==> src/rtl/dlf_pkg.sv <==
// Shared definitions for the DL-Float issue front end: operand width,
// opcode numbering and the dispatcher state encoding.
package dlf_pkg;

    localparam int DLF_W = 16;

    localparam logic [2:0] OP_ADD  = 3'd0;
    localparam logic [2:0] OP_SUB  = 3'd1;
    localparam logic [2:0] OP_MUL  = 3'd2;
    localparam logic [2:0] OP_DIV  = 3'd3;
    localparam logic [2:0] OP_MAC  = 3'd4;
    localparam logic [2:0] OP_SQRT = 3'd5;
    localparam logic [2:0] OP_NORM = 3'd6;
    localparam logic [2:0] OP_DP   = 3'd7;

    typedef enum logic [1:0] {
        IDLE  = 2'd0,
        ISSUE = 2'd1,
        WAIT  = 2'd2,
        RESP  = 2'd3
    } state_t;

endpackage

==> src/rtl/dlf_dispatch_timer.sv <==
// Clearable 8-bit up-counter for the WAIT watchdog; tc flags that the count
// has reached TIMEOUT-1. The dispatcher never enables it past tc.
module dlf_dispatch_timer #(
    parameter int TIMEOUT = 64
) (
    input  logic clk,
    input  logic reset,
    input  logic clear,
    input  logic enable,
    output logic tc
);

    localparam logic [7:0] TC_VALUE = 8'(TIMEOUT - 1);

    logic [7:0] count;

    always_ff @(posedge clk) begin
        if (!reset) begin
            count <= '0;
        end else if (clear) begin
            count <= '0;
        end else if (enable) begin
            count <= count + 8'd1;
        end
    end

    assign tc = (count == TC_VALUE);

endmodule

==> src/rtl/dlf_op_dispatch.sv <==
// Issue controller for the DL-Float units: registers one request, pulses the
// unit start, waits for its done and times the result-mux valid.
// Optional DLF_DISPATCH_SKID_EN adds a one-entry skid so a request can queue while busy.
module dlf_op_dispatch
    import dlf_pkg::*;
#(
    parameter int DATA_W  = DLF_W,
    parameter int SEL_W   = 3,
    parameter int TIMEOUT = 64
) (
    input  logic                    clk,
    input  logic                    reset,
    input  logic                    in_valid,
    output logic                    in_ready,
    input  logic [SEL_W-1:0]        in_sel,
    input  logic [DATA_W-1:0]       in_a,
    input  logic [DATA_W-1:0]       in_b,
    input  logic [DATA_W-1:0]       in_c,
    output logic [DATA_W-1:0]       op_a,
    output logic [DATA_W-1:0]       op_b,
    output logic [DATA_W-1:0]       op_c,
    output logic [(1<<SEL_W)-1:0]   unit_start,
    input  logic [(1<<SEL_W)-1:0]   unit_done,
    output logic [SEL_W-1:0]        mux_sel,
    output logic                    res_valid,
    output logic                    busy,
    output logic                    timeout_err
);

    state_t state, next_state;

    logic                  handshake, sel_done, tc, abort, load_in, drain;
    logic                  skid_valid;
    logic [SEL_W-1:0]      skid_sel, next_sel;
    logic [DATA_W-1:0]     skid_a, skid_b, skid_c;
    logic [(1<<SEL_W)-1:0] unit_start_nxt;
    logic                  res_valid_nxt;

    assign handshake = in_valid && in_ready;
    assign load_in   = handshake && (state == IDLE);
    assign sel_done  = (state == WAIT) && unit_done[mux_sel];
    assign abort     = (state == WAIT) && !unit_done[mux_sel] && tc;
    assign drain     = skid_valid && ((state == RESP) || abort);
    assign busy      = (state != IDLE);

`ifdef DLF_DISPATCH_SKID_EN
    // The skid only fills while busy; in IDLE a request goes straight to ISSUE.
    assign in_ready = !skid_valid;

    always_ff @(posedge clk) begin
        if (!reset) begin
            skid_valid <= 1'b0;
            skid_sel   <= '0;
            skid_a     <= '0;
            skid_b     <= '0;
            skid_c     <= '0;
        end else if (handshake && (state != IDLE)) begin
            skid_valid <= 1'b1;
            skid_sel   <= in_sel;
            skid_a     <= in_a;
            skid_b     <= in_b;
            skid_c     <= in_c;
        end else if (drain) begin
            skid_valid <= 1'b0;
        end
    end
`else
    assign in_ready   = (state == IDLE);
    assign skid_valid = 1'b0;
    assign skid_sel   = '0;
    assign skid_a     = '0;
    assign skid_b     = '0;
    assign skid_c     = '0;
`endif

    dlf_dispatch_timer #(.TIMEOUT(TIMEOUT)) u_timer (
        .clk    (clk),
        .reset  (reset),
        .clear  (state == ISSUE),
        .enable ((state == WAIT) && !unit_done[mux_sel] && !tc),
        .tc     (tc)
    );

    always_ff @(posedge clk) begin
        if (!reset) begin
            state <= IDLE;
        end else begin
            state <= next_state;
        end
    end

    always_comb begin
        next_state = state;
        case (state)
            IDLE:    if (handshake) next_state = ISSUE;
            ISSUE:   next_state = WAIT;
            WAIT: begin
                if (sel_done) begin
                    next_state = RESP;
                end else if (abort) begin
                    next_state = skid_valid ? ISSUE : IDLE;
                end
            end
            RESP:    next_state = skid_valid ? ISSUE : IDLE;
            default: next_state = IDLE;
        endcase
    end

    // Start and valid are computed one cycle ahead so both leave flops.
    always_comb begin
        next_sel = mux_sel;
        if (load_in) begin
            next_sel = in_sel;
        end else if (drain) begin
            next_sel = skid_sel;
        end
        unit_start_nxt = '0;
        if (next_state == ISSUE) begin
            unit_start_nxt[next_sel] = 1'b1;
        end
        res_valid_nxt = (next_state == RESP);
    end

    always_ff @(posedge clk) begin
        if (!reset) begin
            op_a        <= '0;
            op_b        <= '0;
            op_c        <= '0;
            mux_sel     <= '0;
            unit_start  <= '0;
            res_valid   <= 1'b0;
            timeout_err <= 1'b0;
        end else begin
            if (load_in) begin
                op_a <= in_a;
                op_b <= in_b;
                op_c <= in_c;
            end else if (drain) begin
                op_a <= skid_a;
                op_b <= skid_b;
                op_c <= skid_c;
            end
            mux_sel    <= next_sel;
            unit_start <= unit_start_nxt;
            res_valid  <= res_valid_nxt;
            if (abort) begin
                timeout_err <= 1'b1;
            end
        end
    end

endmodule
==> config.mk <==
export PLATFORM = sky130hd
export DESIGN_NAME = dlf_op_dispatch
export DESIGN_NICKNAME = d
export VERILOG_FILES = /design/src/rtl/dlf_pkg.sv /design/src/rtl/dlf_dispatch_timer.sv /design/src/rtl/dlf_op_dispatch.sv
export SDC_FILE = /design/constraint.sdc
export NUM_CORES = 1
export LEC_CHECK = 0
export ABC_AREA = 1
export CAP_MARGIN = 15
export CORE_MARGIN = 4
export CORE_UTILIZATION = 35
export DETAILED_ROUTE_END_ITERATION = 16
export PLACE_DENSITY = 0.7
export SYNTH_ARGS = -nofsm -noshare
export SYNTH_HDL_FRONTEND = slang
export SYNTH_SLANG_ARGS = --single-unit
==> constraint.sdc <==
create_clock -name clk -period 2.53 [get_ports clk]
set_input_delay 0.759 -clock clk [delete_from_list [all_inputs] [get_ports clk]]
set_output_delay 0.759 -clock clk [all_outputs]
set_load 0.005 [all_outputs]
After elaboration in Yosys (flattened, before gate mapping)
Cells that the tools add are included.
{ "classes": {"addsub": 1, "n_lt_le_gt_ge": 3, "n_eq_ne": 6, "mux": 9, "bitwise": 1, "reduce_logical": 13} }
{ "op_table": {"columns": ["operator", "n"], "rows": [
  ["$add A8 B1 Y8 const B", 1],
  ["$eq A8 B6 Y1 const B", 1],
  ["$lt A3 B4 Y1 const B", 2],
  ["$pmux W2 S4", 1],
  ["$logic_and A1 B1 Y1", 7],
  ["$eq A2 B2 Y1 const B", 3],
  ["$mux W2", 3],
  ["$eq A2 B1 Y1 const B", 2],
  ["$bmux W1 S3", 1],
  ["$demux W1 S3", 1],
  ["$ge A3 B1 Y1 const B", 1],
  ["$mux W3", 1],
  ["$logic_not A1 Y1", 2],
  ["$logic_not A2 Y1", 1],
  ["$mux W1", 2],
  ["$reduce_and A2 Y1", 1],
  ["$reduce_bool A2 Y1", 1],
  ["$reduce_or A2 Y1", 1],
  ["$not A1 Y1", 1]
]} }
{ "word_totals": {"register_bits": 71, "inputBits": 62, "out_inout_bits": 63} }

Depth between registers and ports, before layout
Gate-level depths: netlist of the first run.
{ "depth": {"depth_word": 10, "depth_mapped": 10, "ltp_nobuf": 10} }

Modules after synthesis
A second synthesis of the first run with hierarchy kept.
{ "unflattened": {"hier_cells": 349, "area_unflattened_um2": 2700.1} }
{ "modules_own_cells": {"columns": ["module", "n_inst", "cells_per_inst", "area_per_inst_um2", "seq_area_each_um2"], "rows": [
  ["dlf_op_dispatch", 1, 296, 2328.5, 1261.2],
  ["dlf_dispatch_timer", 1, 53, 371.6, 160.2]
]} }

Least setup slack after synthesis of the first run
No wires, ideal clock.
{ "synth_path": {"kind": "input-to-reg", "start": "input unit_done[3]", "end": "register u_timer.count[1]", "setup_ns": 0.113, "t_arrival_ns": 1.393, "required_time_ns": 2.417, "setup_slack_ns": 1.025, "stages": 9, "path_buffers": 0, "cell_sequence": "inv_1 -> nand2_1 -> nand3_1 -> nand3_1 -> nand2_2 -> nand2_4 -> inv_1 -> nor2_1 -> nor2_1"} }
{ "synth_between": {"elab_chain_len": 5} }
{ "synth_lines": {"columns": ["element", "line", "text"], "rows": [
  ["start, declared", "dlf_op_dispatch.sv:23", "input logic [(1<<SEL_W)-1:0] unit_done,"],
  ["$bmux W1 S3", "dlf_op_dispatch.sv:80", ".enable ((state == WAIT) && !unit_done[mux_sel] && !tc),"],
  ["$mux W1 (not written as such)", "dlf_op_dispatch.sv:80", null],
  ["$logic_not A1 Y1", "dlf_op_dispatch.sv:80", null],
  ["$logic_and A1 B1 Y1 (2 in a row)", "dlf_op_dispatch.sv:80", null],
  ["end signal, assigned", "dlf_dispatch_timer.sv:23", "count <= count + 8'd1;"],
  ["end, declared", "dlf_dispatch_timer.sv:15", "logic [7:0] count;"]
]} }
No other way between the ends. The select of a mux whose other input is x is not followed.
A chain may end at the register's enable or synchronous reset.

Final worst setup path of the first run
{ "layout_path": {"start": "register state[1]", "end": "output in_ready"} }
{ "layout_between": {"elab_chain_len": 1} }
{ "layout_lines": {"columns": ["element", "line", "text"], "rows": [
  ["start, declared", "dlf_op_dispatch.sv:30", "state_t state, next_state;"],
  ["start signal, assigned", "dlf_op_dispatch.sv:88", "state <= next_state;"],
  ["$logic_not A2 Y1", "dlf_op_dispatch.sv:68", "assign in_ready = (state == IDLE);"],
  ["end, declared", "dlf_op_dispatch.sv:14", "output logic in_ready,"]
]} }
No other way between the ends.

==> results of run 1 <==
## through the flow
step / util, % / power, W / cells / setup slack, ns
6_report: 57.54 / 0.003067 / 591 / 0.4074
4_1_cts: 57.54 / 0.003114 / 591 / 0.3734
3_5_place_dp: 54.53 / 0.002103 / 575 / 0.4070
2_1_floorplan: - / 0.001691 / 363 / 1.025
3_3_place_gp: 54.53 / 0.002095 / 575 / 0.4425
5_1_grt: 57.54 / 0.003251 / 591 / 0.3336
## worst register-to-register path: stages (launching register included)
cell and delay [ns]:
dfxtp_1 0.39, ha_1 0.20, nand2_1 0.06, inv_1 0.12, nand4_1 0.13, nand2_1 0.10
inv_2 0.10, nand2_4 0.13, inv_1 0.06, nor2_1 0.08, nor2_1 0.05
## power by group through the flow
stage / Clock, W / Sequential (W) / Combinational [W]
floorplan: 0 / 0.00134 / 0.000348
global placement: 0 / 0.00133 / 0.000762
detailed placement: 0 / 0.00134 / 0.000767
CTS: 0.00103 / 0.00131 / 0.000771
global route: 0.00108 / 0.00133 / 0.000848
finish: 0.000998 / 0.00131 / 0.000758
## path summary, 6_finish.rpt
check / end / startpoint / slack [ns] / cells after the start
worst max register to register: u_timer.count[1] / u_timer.count[0] / 1.01 / 10
worst min-delay path: timeout_err / timeout_err / 0.46 / 2
worst min register to register: timeout_err / timeout_err / 0.46 / 2
worst max-delay path: in_ready / state[1] / 0.41 / 2
## cells in the mapped netlist (all sizes together)
library cell,count,area [µm²]
a21oi,9,45.04
buf,8,58.80
clkbuf,8,30.03
dfxtp,71,1421
ha,1,12.51
inv,28,105.1
nand2,42,170.2
nand3,16,85.08
nand3b,2,15.01
nand4,4,31.28
nor2,118,445.4
o21ai,52,271.5
xnor2,2,17.52
xor2,2,17.52
## registers in the layout, summed over array words and instances, names as in the netlist
register       count
op_a              16
op_b              16
op_c              16
u_timer.count      8
unit_start         8
mux_sel            3
state              2
res_valid          1
timeout_err        1
## placed cells by master (no fill, tap or decap)
cell,netlist,final
a21oi_1,9,9
buf_4,0,5
bufinv_16,0,2
clkbuf_1,8,1
clkbuf_8,0,10
clkdlybuf4s50_1,0,124
clkinv_2,0,1
clkinv_4,0,1
clkinvlp_4,0,1
dfxtp_1,71,71
ha_1,1,1
inv_1,24,24
inv_2,4,4
nand2_1,39,39
nand2_2,2,2
nand2_4,1,1
nand3_1,15,15
nand3_2,1,1
nand3b_1,2,2
nand4_1,3,3
nand4_2,1,1
nor2_1,117,117
nor2_2,1,1
o21ai_0,49,49
o21ai_1,2,2
o21ai_4,1,1
xnor2_1,2,2
xor2_1,2,2
## final cells by class
type	count	area share, %
Clock buffer	11	3.317
Clock inverter	5	1.908
Inverter	28	2.466
Sequential cell	71	33.34
Tap cell	99	2.906
Multi-Input combinational cell	248	26.06
Timing Repair Buffer	129	30.00
## routing by layer
layer,global-route usage [%],vias up,share of wire (%)
li1,-,1387,-
met1,17.40,1189,43
met2,25.24,94,47
met3,5.708,13,8.2
met4,6.517,0,1.5
met5,0,-,0
## cells by family after synthesis
| family | Yosys count | synth area share [%] |
|---|---|---|
| compound gates | 61 | 11.61 |
| simple gates | 182 | 27.40 |
| buf+inv | 44 | 7.113 |
| xor+xnor | 4 | 1.285 |
| flops | 71 | 52.13 |
| fa+ha+maj | 1 | 0.4589 |
==> impl_results.md, run 1 <==
* Outcome: complete, no violations
* Grt ovf at 0
* Die W at 96.26 µm
* Final setup viols at 0
* YS warnings at 0
* DRT Pass-1 Iters at 4
* Worst-path clk slew at around 0.08 ns
* Die area at 9266 µm²
* Crit path kind: reg -> out
* Critical Path AT at 1.36 ns
* Final min period at 2.123 ns
* GP Congestion at 0.7934
* Detailed placement HPWL at 5.173 mm
* Nets at 550
* Initial antenna violation count at 0
* Synth Net Count at between 400 and 500
* Max-slew violation count at 0
* Multi-input logic area at around 1100 µm²
* Worst vdd ir at 0.2835 mV
* #FFs+latches synth at 71
* Antenna diodes at 0
* CTS root buf: clkbuf_8
* Sequential power share at roughly 43%
* Hold Slack at 0.4578 ns
* First-pass GRT wire length at 11.05 mm
* Final hold violation count at 0
* Worst Path Required at 1.77 ns
* Hold Buf Count CTS at 0
* Max Cap Viol at 0
* Number of buffers created by CTS at 9
* Clk pwr share at about a third
* Num rows at 31
* Setup_tns at 0 ns
* Layout Skew at 0.006835 ns
* FILL cells at 683
* Via count of the routed design at 2683
* Largest net degree at the start of global routing at 51
* Relative slew slack at 71.52%
* Crit path max-delay cell type: clkdlybuf4s50_1
* Vias per Instance at between 4 and 5
* Final instance area at 4263 µm²
* Tightest Pin Transition at 0.4271 ns
* Critical-path cell list: nor2_2, clkdlybuf4s50_1
* Max clock buf depth at 2
* Cell count after synthesis at around 360
* Worst setup SP type: flop
* Clock sinks at 71
* FF/Latch Area at 1421 µm²
* PwrDens at around 700 nW/µm²
* Area delta synth->final at 56.36%
* IO Count at 125
* Post-Syn Area per Cell at approximately 7.5 µm²
* Drt total wl at 6.991 mm
* Worst hold path type: reg -> reg
* PortBufs at 124
* ANT nets after route at 0
* DRC viols at 0
* WL/cell at around 12 µm
* DP Area at 4040 µm²
* Layout cells sized above 1 at 6.301%
* H-tree depth at 3
* Initial drt markers at 92
* Total track usage at between 15 and 20%
* Vias in the first global route at between 2000 and 2500
* Combinational power share at approximately a quarter
* Sw Ratio at 27.13%
* Initial Utilization at a little under two fifths
* Synth unique cells at 23
* Worst-Skew Late Latency at 0.34 ns
* Synth Cell Area at 2726 µm²
* CTS-repair resized insts at 0
* WP buf/inv at 1
* Fmax at 0.4711 GHz
* LEAKAGE at 1.774 nW
* Max FO, Critical Path at 3
* Final period utilization at 83.90%
* Top Family by Delay on Critical Path: buffers and inverters
* Die height at 96.26 µm
* CTS tree: built
* P_int at between 0.002 and 0.0025 W
* Post-CTS Setup Repair Bufs at 0
* Register area share after synthesis at 52.13%
* Net Sw Power at about 0.00083 W
* RSZ-0062 raised after global routing: false
* CP endpoint kind: output port
* Crit path largest cell delay at 0.53 ns
* Core area at 7408 µm²
Power figures use the tool's default switching activity.
==> inputs of run 2 (changes only) <==
Settings changed: PLACE_DENSITY 0.7 to 0.72.
Clock period 2.53 ns to 1.88 ns, I/O delays scaled along.
==> impl_results.md, run 2 (synthesis gave the netlist of run 1 again) <==
* Final hold violation count at 0
* Final instance area at ~4300 µm²
* Worst hold path type: reg -> reg
* RSZ-0062 raised after global routing: false
* FF/Latch Area at 1425 µm²
* Max Cap Viol at 0
* Multi-input logic area at 1116 µm²
* Largest net degree at the start of global routing at 41
* Number of buffers created by CTS at 9
* Fmax at 0.5541 GHz
* Crit path kind: reg -> out
* Num rows at 31
* CTS root buf: clkbuf_8
* Crit path max-delay cell type: clkdlybuf4s50_1
* Layout cells sized above 1 at 8.233%
* Worst-Skew Late Latency at 0.34 ns
* FILL cells at 696
* Grt ovf at 0
* DP Area at 4108 µm²
* Worst-path clk slew at 0.08 ns
* DRC viols at 0
* Max-slew violation count at 0
* Drt total wl at 7.404 mm
* Worst vdd ir at 0.5471 mV
* CTS tree: built
* Max clock buf depth at 2
* Outcome: complete, no violations
* PortBufs at 124
* Worst setup SP type: flop
* Die area at 9266 µm²
* PwrDens at 912.9 nW/µm²
* Vias in the first global route at 2694
* Tightest Pin Transition at 0.3306 ns
* DRT Pass-1 Iters at 4
* Antenna diodes at 0
* Final setup viols at 0
* Commonest non-fill, non-tap cells in the layout: clkdlybuf4s50_1, nor2_1, dfxtp_1
* Clock sinks at 71
* Max FO, Critical Path at 6
* Total track usage at 16.50%
* Largest registers: op_a: 16 flops, op_b: 16 flops, op_c: 16 flops
* Critical Path AT at 1.24 ns
* Layout Skew at approximately 0.0056 ns
* Area delta synth->final at 57.96%
* Worst Path Required at 1.32 ns
* Die height at 96.26 µm
* Final period utilization at 96.00%
* Core area at 7408 µm²
* First-pass GRT wire length at 12.01 mm
* Die W at a little under 100 µm
* Nets at around 560
* WL/cell at 12.40 µm
* H-tree depth at 3
* Detailed placement HPWL at 5.406 mm
* Setup_tns at 0 ns
* Top Family by Delay on Critical Path: buffers and inverters
* WP buf/inv at 1
* Initial Utilization at around 37%
* Via count of the routed design at 2733
* LEAKAGE at 1.792 nW
* Vias per Instance at 4.578
* Reg2reg setup slack at 0.40 ns
* IO Count at 125
* CP endpoint kind: output port
* Initial drt markers at 111
* Commonest non-fill, non-tap cell in the layout: clkdlybuf4s50_1
* ANT nets after route at 0
* Relative slew slack at 77.96%
* Critical-path cell list: clkdlybuf4s50_1
* Pwr Total at 0.003932 W
* Initial antenna violation count at 0
* Final min period at 1.805 ns
* Number of instances in the placed design at 579
* Finished Layout Cells at 597
* Crit path largest cell delay at 0.52 ns
* GP Congestion at roughly 0.75
-- run 2: changes by cell type in the layout (fill, tap and decap cells not counted), sizes merged --
cell / delta
buf: +6
clkinvlp: +5
bufinv: -2
clkbuf: -2
clkdlybuf4s50: -2
clkinv: -1
dlygate4sd2: +1
dlymetal6s2s: +1
-- run 2: tightest hold or removal path, cell delays in order, from the launching register on --
cell     delay, ns
dfxtp_1       0.31
inv_1         0.05
a21oi_1       0.05
-- run 2: power breakdown --
group	internal, W	switching [W]
Clock	0.000474	0.000592
Combinational	0.000601	0.000495
Sequential	0.00168	0.0000935
-- run 2: worst paths after layout --
path	start	endpoint	cells past startpoint
max reg2reg	u_timer.count[0]	u_timer.count[1]	10
min	timeout_err	timeout_err	2
min reg2reg	timeout_err	timeout_err	2
max	mux_sel[0]	mux_sel[0]	1
-- run 2: metrics by stage --
| step | setup slack, ns | hold slack [ns] | util [%] |
|---|---|---|---|
| floorplan | 0.5697 | 0.4466 | - |
| global placement | 0.05863 | 0.4415 | 55.45 |
| detailed placement | -0.002513 | 0.4440 | 55.45 |
| CTS | 0.01677 | 0.4559 | 58.10 |
| global route | 0.01669 | 0.4866 | 58.13 |
| finish | 0.07528 | 0.4510 | 58.13 |
-- run 2: what timing repair did --
action,4_1_cts,5_1_grt
gates resized for setup,5,1
hold buffers,0,0
pin swaps,1,0
setup buffers,2,0
setup endpoints to repair,3,1
-- run 2: layer usage --
layer  vias to the layer above  global-route usage (%)  routed length (µm)
met5                         -                       0                   0
met1                      1232                   18.76                3097
met2                        88                   28.58                3561
met3                         9                   5.473                 635
met4                         0                   6.043                 110
li1                       1404                       -                   -
-- run 2: final cells by class --
type                       count  area share, %
tap                           99          2.876
timing repair buffer         135          31.64
clock buffer                   9          2.876
clock inverter                 7          1.162
multi-input combinational    248          25.92
inverter                      28          2.440
sequential                    71          33.09
==> inputs of run 3 (changes only) <==
Settings changed: ABC_AREA 1 to unset, CELL_PAD_IN_SITES_DETAIL_PLACEMENT set to 0, CELL_PAD_IN_SITES_GLOBAL_PLACEMENT set to 2, CORE_UTILIZATION 35 to 19, PLACE_DENSITY 0.72 to unset, PLACE_DENSITY_LB_ADDON set to 0.1.
==> impl_results.md, run 3 <==
* H-tree depth at 3
* CTS tree: built
* Clock sinks at 71
* Sequential power share at 41.0%
* Final design utilization at 33.91%
* Detailed placement HPWL at ~6.2 mm
* Via count of the routed design at approximately 2600
* WL/cell at 14.48 µm
* FILL cells at 1387
* Initial antenna violation count at 2
* Clk pwr share at a little under two fifths
* Tightest Pin Transition at approximately 0.38 ns
* GP Congestion at just over 0.7
* Post-Syn Area per Cell at 8.339 µm²
* Critical Path AT at 2.11 ns
* Final worst slack at -0.01021 ns
* PwrDens at 911.1 nW/µm²
* YS warnings at 0
* Worst vdd ir at 0.3044 mV
* First-pass GRT wire length at 14.17 mm
* Hold Slack at between 0.4 and 0.5 ns
* Combinational power share at 21.3%
* CP endpoint kind: flop
* DRT Pass-1 Iters at 4
* Cells on worst reg2reg path at 5
* Antenna diodes at 0
* Area delta synth->final at 74.39%
* Reg-to-reg endpoint: state[1]
* Worst Hold Endpoint: op_c[7]
* Die area at 15540 µm²
* Worst Path Required at 2.10 ns
* WP buf/inv at 1
* Grt ovf at 0
* RSZ-0062 raised after global routing: true
* Max FO, Critical Path at 7
* DRC viols at 0
* Register area share after synthesis at between 50% and 60%
* Layout cells sized above 1 at between 10% and 20%
* Commonest non-fill, non-tap cells in the layout: clkdlybuf4s50_1, nand2_1, dfxtp_1
* IO Count at 125
* ANT nets after route at 0
* Critical-path cell list: mux4_2, buf_6, mux2_4, and3b_2, o31a_1
* Commonest non-fill, non-tap cell in the layout: clkdlybuf4s50_1
* Synth top area cells: dfxtp_1, nand2_1, a21oi_1
* Relative slew slack at 74.55%
* Crit path kind: reg -> reg
* Outcome: finished, violations left
* Max Cap Viol at 0
* Reg2reg setup slack at -0.01 ns
* Sw Ratio at 26.60%
* Initial Utilization at between 10% and 20%
* Hold path start: op_c[7]
* Num rows at 42
* Max-slew violation count at 0
* Synth unique cells at 30
* Top Family by Delay on Critical Path: multiplexers
* Max clock buf depth at 2
* Final hold violation count at 0
* Largest registers: op_a: 16 flops, op_b: 16 flops, op_c: 16 flops
* Synth Cell Area at ~2600 µm²
* Nets at 510
* Fmax at 0.5290 GHz
* Largest net degree at the start of global routing at 48
* Post-synth EDFFs at 0
* #FFs+latches synth at 71
* CTS root buf: clkbuf_16
* Worst Hold Depth at 2
* Ys async rst share at 0%
* Die W at 124.6 µm
* LEAKAGE at 1.648 nW
* Vias in the first global route at 2575
* Net Sw Power at 0.001092 W
* Number of instances in the placed design at 605
* P_int at 0.003015 W
* Drt total wl at 9.079 mm
* Final min period at roughly 1.9 ns
* Final setup viols at 2
* Most common library cells after synthesis: nand2_1, dfxtp_1, a21oi_1, clkbuf_1, o31ai_1
* Core area at between 10000 and 15000 µm²
* Finished Layout Cells at around 630
* Total track usage at 11.78%
* Worst r2r src: mux_sel[0]
* Crit path largest cell delay at about 0.52 ns
* PortBufs at 124
* Worst hold path type: reg -> reg
* Vias per Instance at around 4.2
* Initial drt markers at just over 100
* Die height at 124.6 µm
* Post-synth top area cell: dfxtp_1
* Worst setup SP type: flop
* Crit path max-delay cell type: mux4_2
* Final period utilization at 100.5%
* Layout Skew at 0.005108 ns
* Most frequent cell after synthesis: nand2_1
* Number of buffers created by CTS at 9
* Cell count after synthesis at 310
* Synth Net Count at around 370
* Worst-Skew Late Latency at approximately 0.34 ns
* Top FF cell, synth: dfxtp_1
* Failing checks: setup timing
* Yosys top cell area share at 54.99%
* Worst-path clk slew at 0.06 ns
[run 3: cell types whose count changed after synthesis, sizes merged, moves of 5 or more]
cell	delta
nor2	-114
nand2	+63
o21ai	-50
a21oi	+49
inv	-25
clkbuf	+11
nand3	-11
buf	-8
o31ai	+6
nor3	+5
or4	+5
[run 3: layout make-up]
type | instances | area, µm² | area share [%]
flip-flops and latches | 71 | 1433 | 31.78
inverters | 4 | 15.01 | 0.3331
well taps | 176 | 220.2 | 4.885
clock buffers | 10 | 239.0 | 5.301
clock inverters | 5 | 25.02 | 0.5551
repair buffers | 144 | 1449 | 32.14
multi-input cells | 217 | 1127 | 25.01
[run 3: worst max-delay path by stage]
| stage | slack, ns | depth (start not counted) | start | to |
|---|---|---|---|---|
| 4_1_cts | -0.06 | 4 | mux_sel[0] | u_timer.count[2] |
| 2_1_floorplan | -0.07 | 4 | unit_done[5] | u_timer.count[2] |
| 3_5_place_dp | -0.61 | 5 | unit_done[4] | u_timer.count[2] |
| 3_3_place_gp | -0.58 | 5 | unit_done[5] | u_timer.count[2] |
| 6_report | -0.01 | 5 | mux_sel[0] | state[1] |
| 5_1_grt | -0.07 | 5 | mux_sel[0] | state[1] |
[run 3: metrics by stage]
stage	instance area, µm²	setup TNS, ns	power, W	worst slack [ns]
after global placement	4126	-5.540	0.002550	-0.5833
final	4508	-0.01736	0.004107	-0.01021
after global routing	4508	-0.1747	0.004344	-0.06929
after CTS	4458	-0.1459	0.004196	-0.06061
after detailed placement	4126	-5.900	0.002555	-0.6069
after floorplan	2587	-0.1482	0.002028	-0.06884
[run 3: power groups by stage]
| stage | registers [W] | logic, W | clock network (W) |
|---|---|---|---|
| 3_3_place_gp | 0.00171 | 0.000845 | 0 |
| 6_report | 0.00168 | 0.000873 | 0.00155 |
| 3_5_place_dp | 0.00171 | 0.000848 | 0 |
| 2_1_floorplan | 0.00172 | 0.000311 | 0 |
| 4_1_cts | 0.00168 | 0.000886 | 0.00163 |
| 5_1_grt | 0.00170 | 0.000967 | 0.00168 |
[run 3: cell families (layout without fill, tap and decap cells)]
logic type / after synthesis / count (layout) / share of synthesized area [%]
adder cells (fa/ha/maj): 1 / 1 / 0.4839
AND/OR/NAND/NOR: 140 / 140 / 23.43
AO/OA/AOI/OAI: 72 / 72 / 15.15
flip-flops: 71 / 71 / 54.99
buffers and inverters: 23 / 163 / 3.340
multiplexers: 3 / 4 / 2.614
[run 3: worst reg2reg max path: cells and delay by family (launching register included)]
family,cells,cell delay (ns)
muxes,2,0.83
DFF,1,0.36
buffers and inverters,1,0.13
and+or+nand+nor,1,0.23
AOI/OAI and AO/OA,1,0.23
[run 3: timing repair]
action,4_1_cts,5_1_grt
setup endpoints to repair,14,10
gates resized for setup,26,14
pin swaps,6,7
setup buffers,5,1
gates cloned,1,0
hold buffers,0,0
[run 3: routing by layer]
metal | vias to the layer above | GRT usage (%) | wire length [µm]
met4 | 4 | 5.609 | 191
li1 | 1321 | - | -
met5 | - | 0 | 25
met3 | 19 | 6.475 | 923
met1 | 1189 | 13.79 | 3955
met2 | 79 | 17.46 | 3984
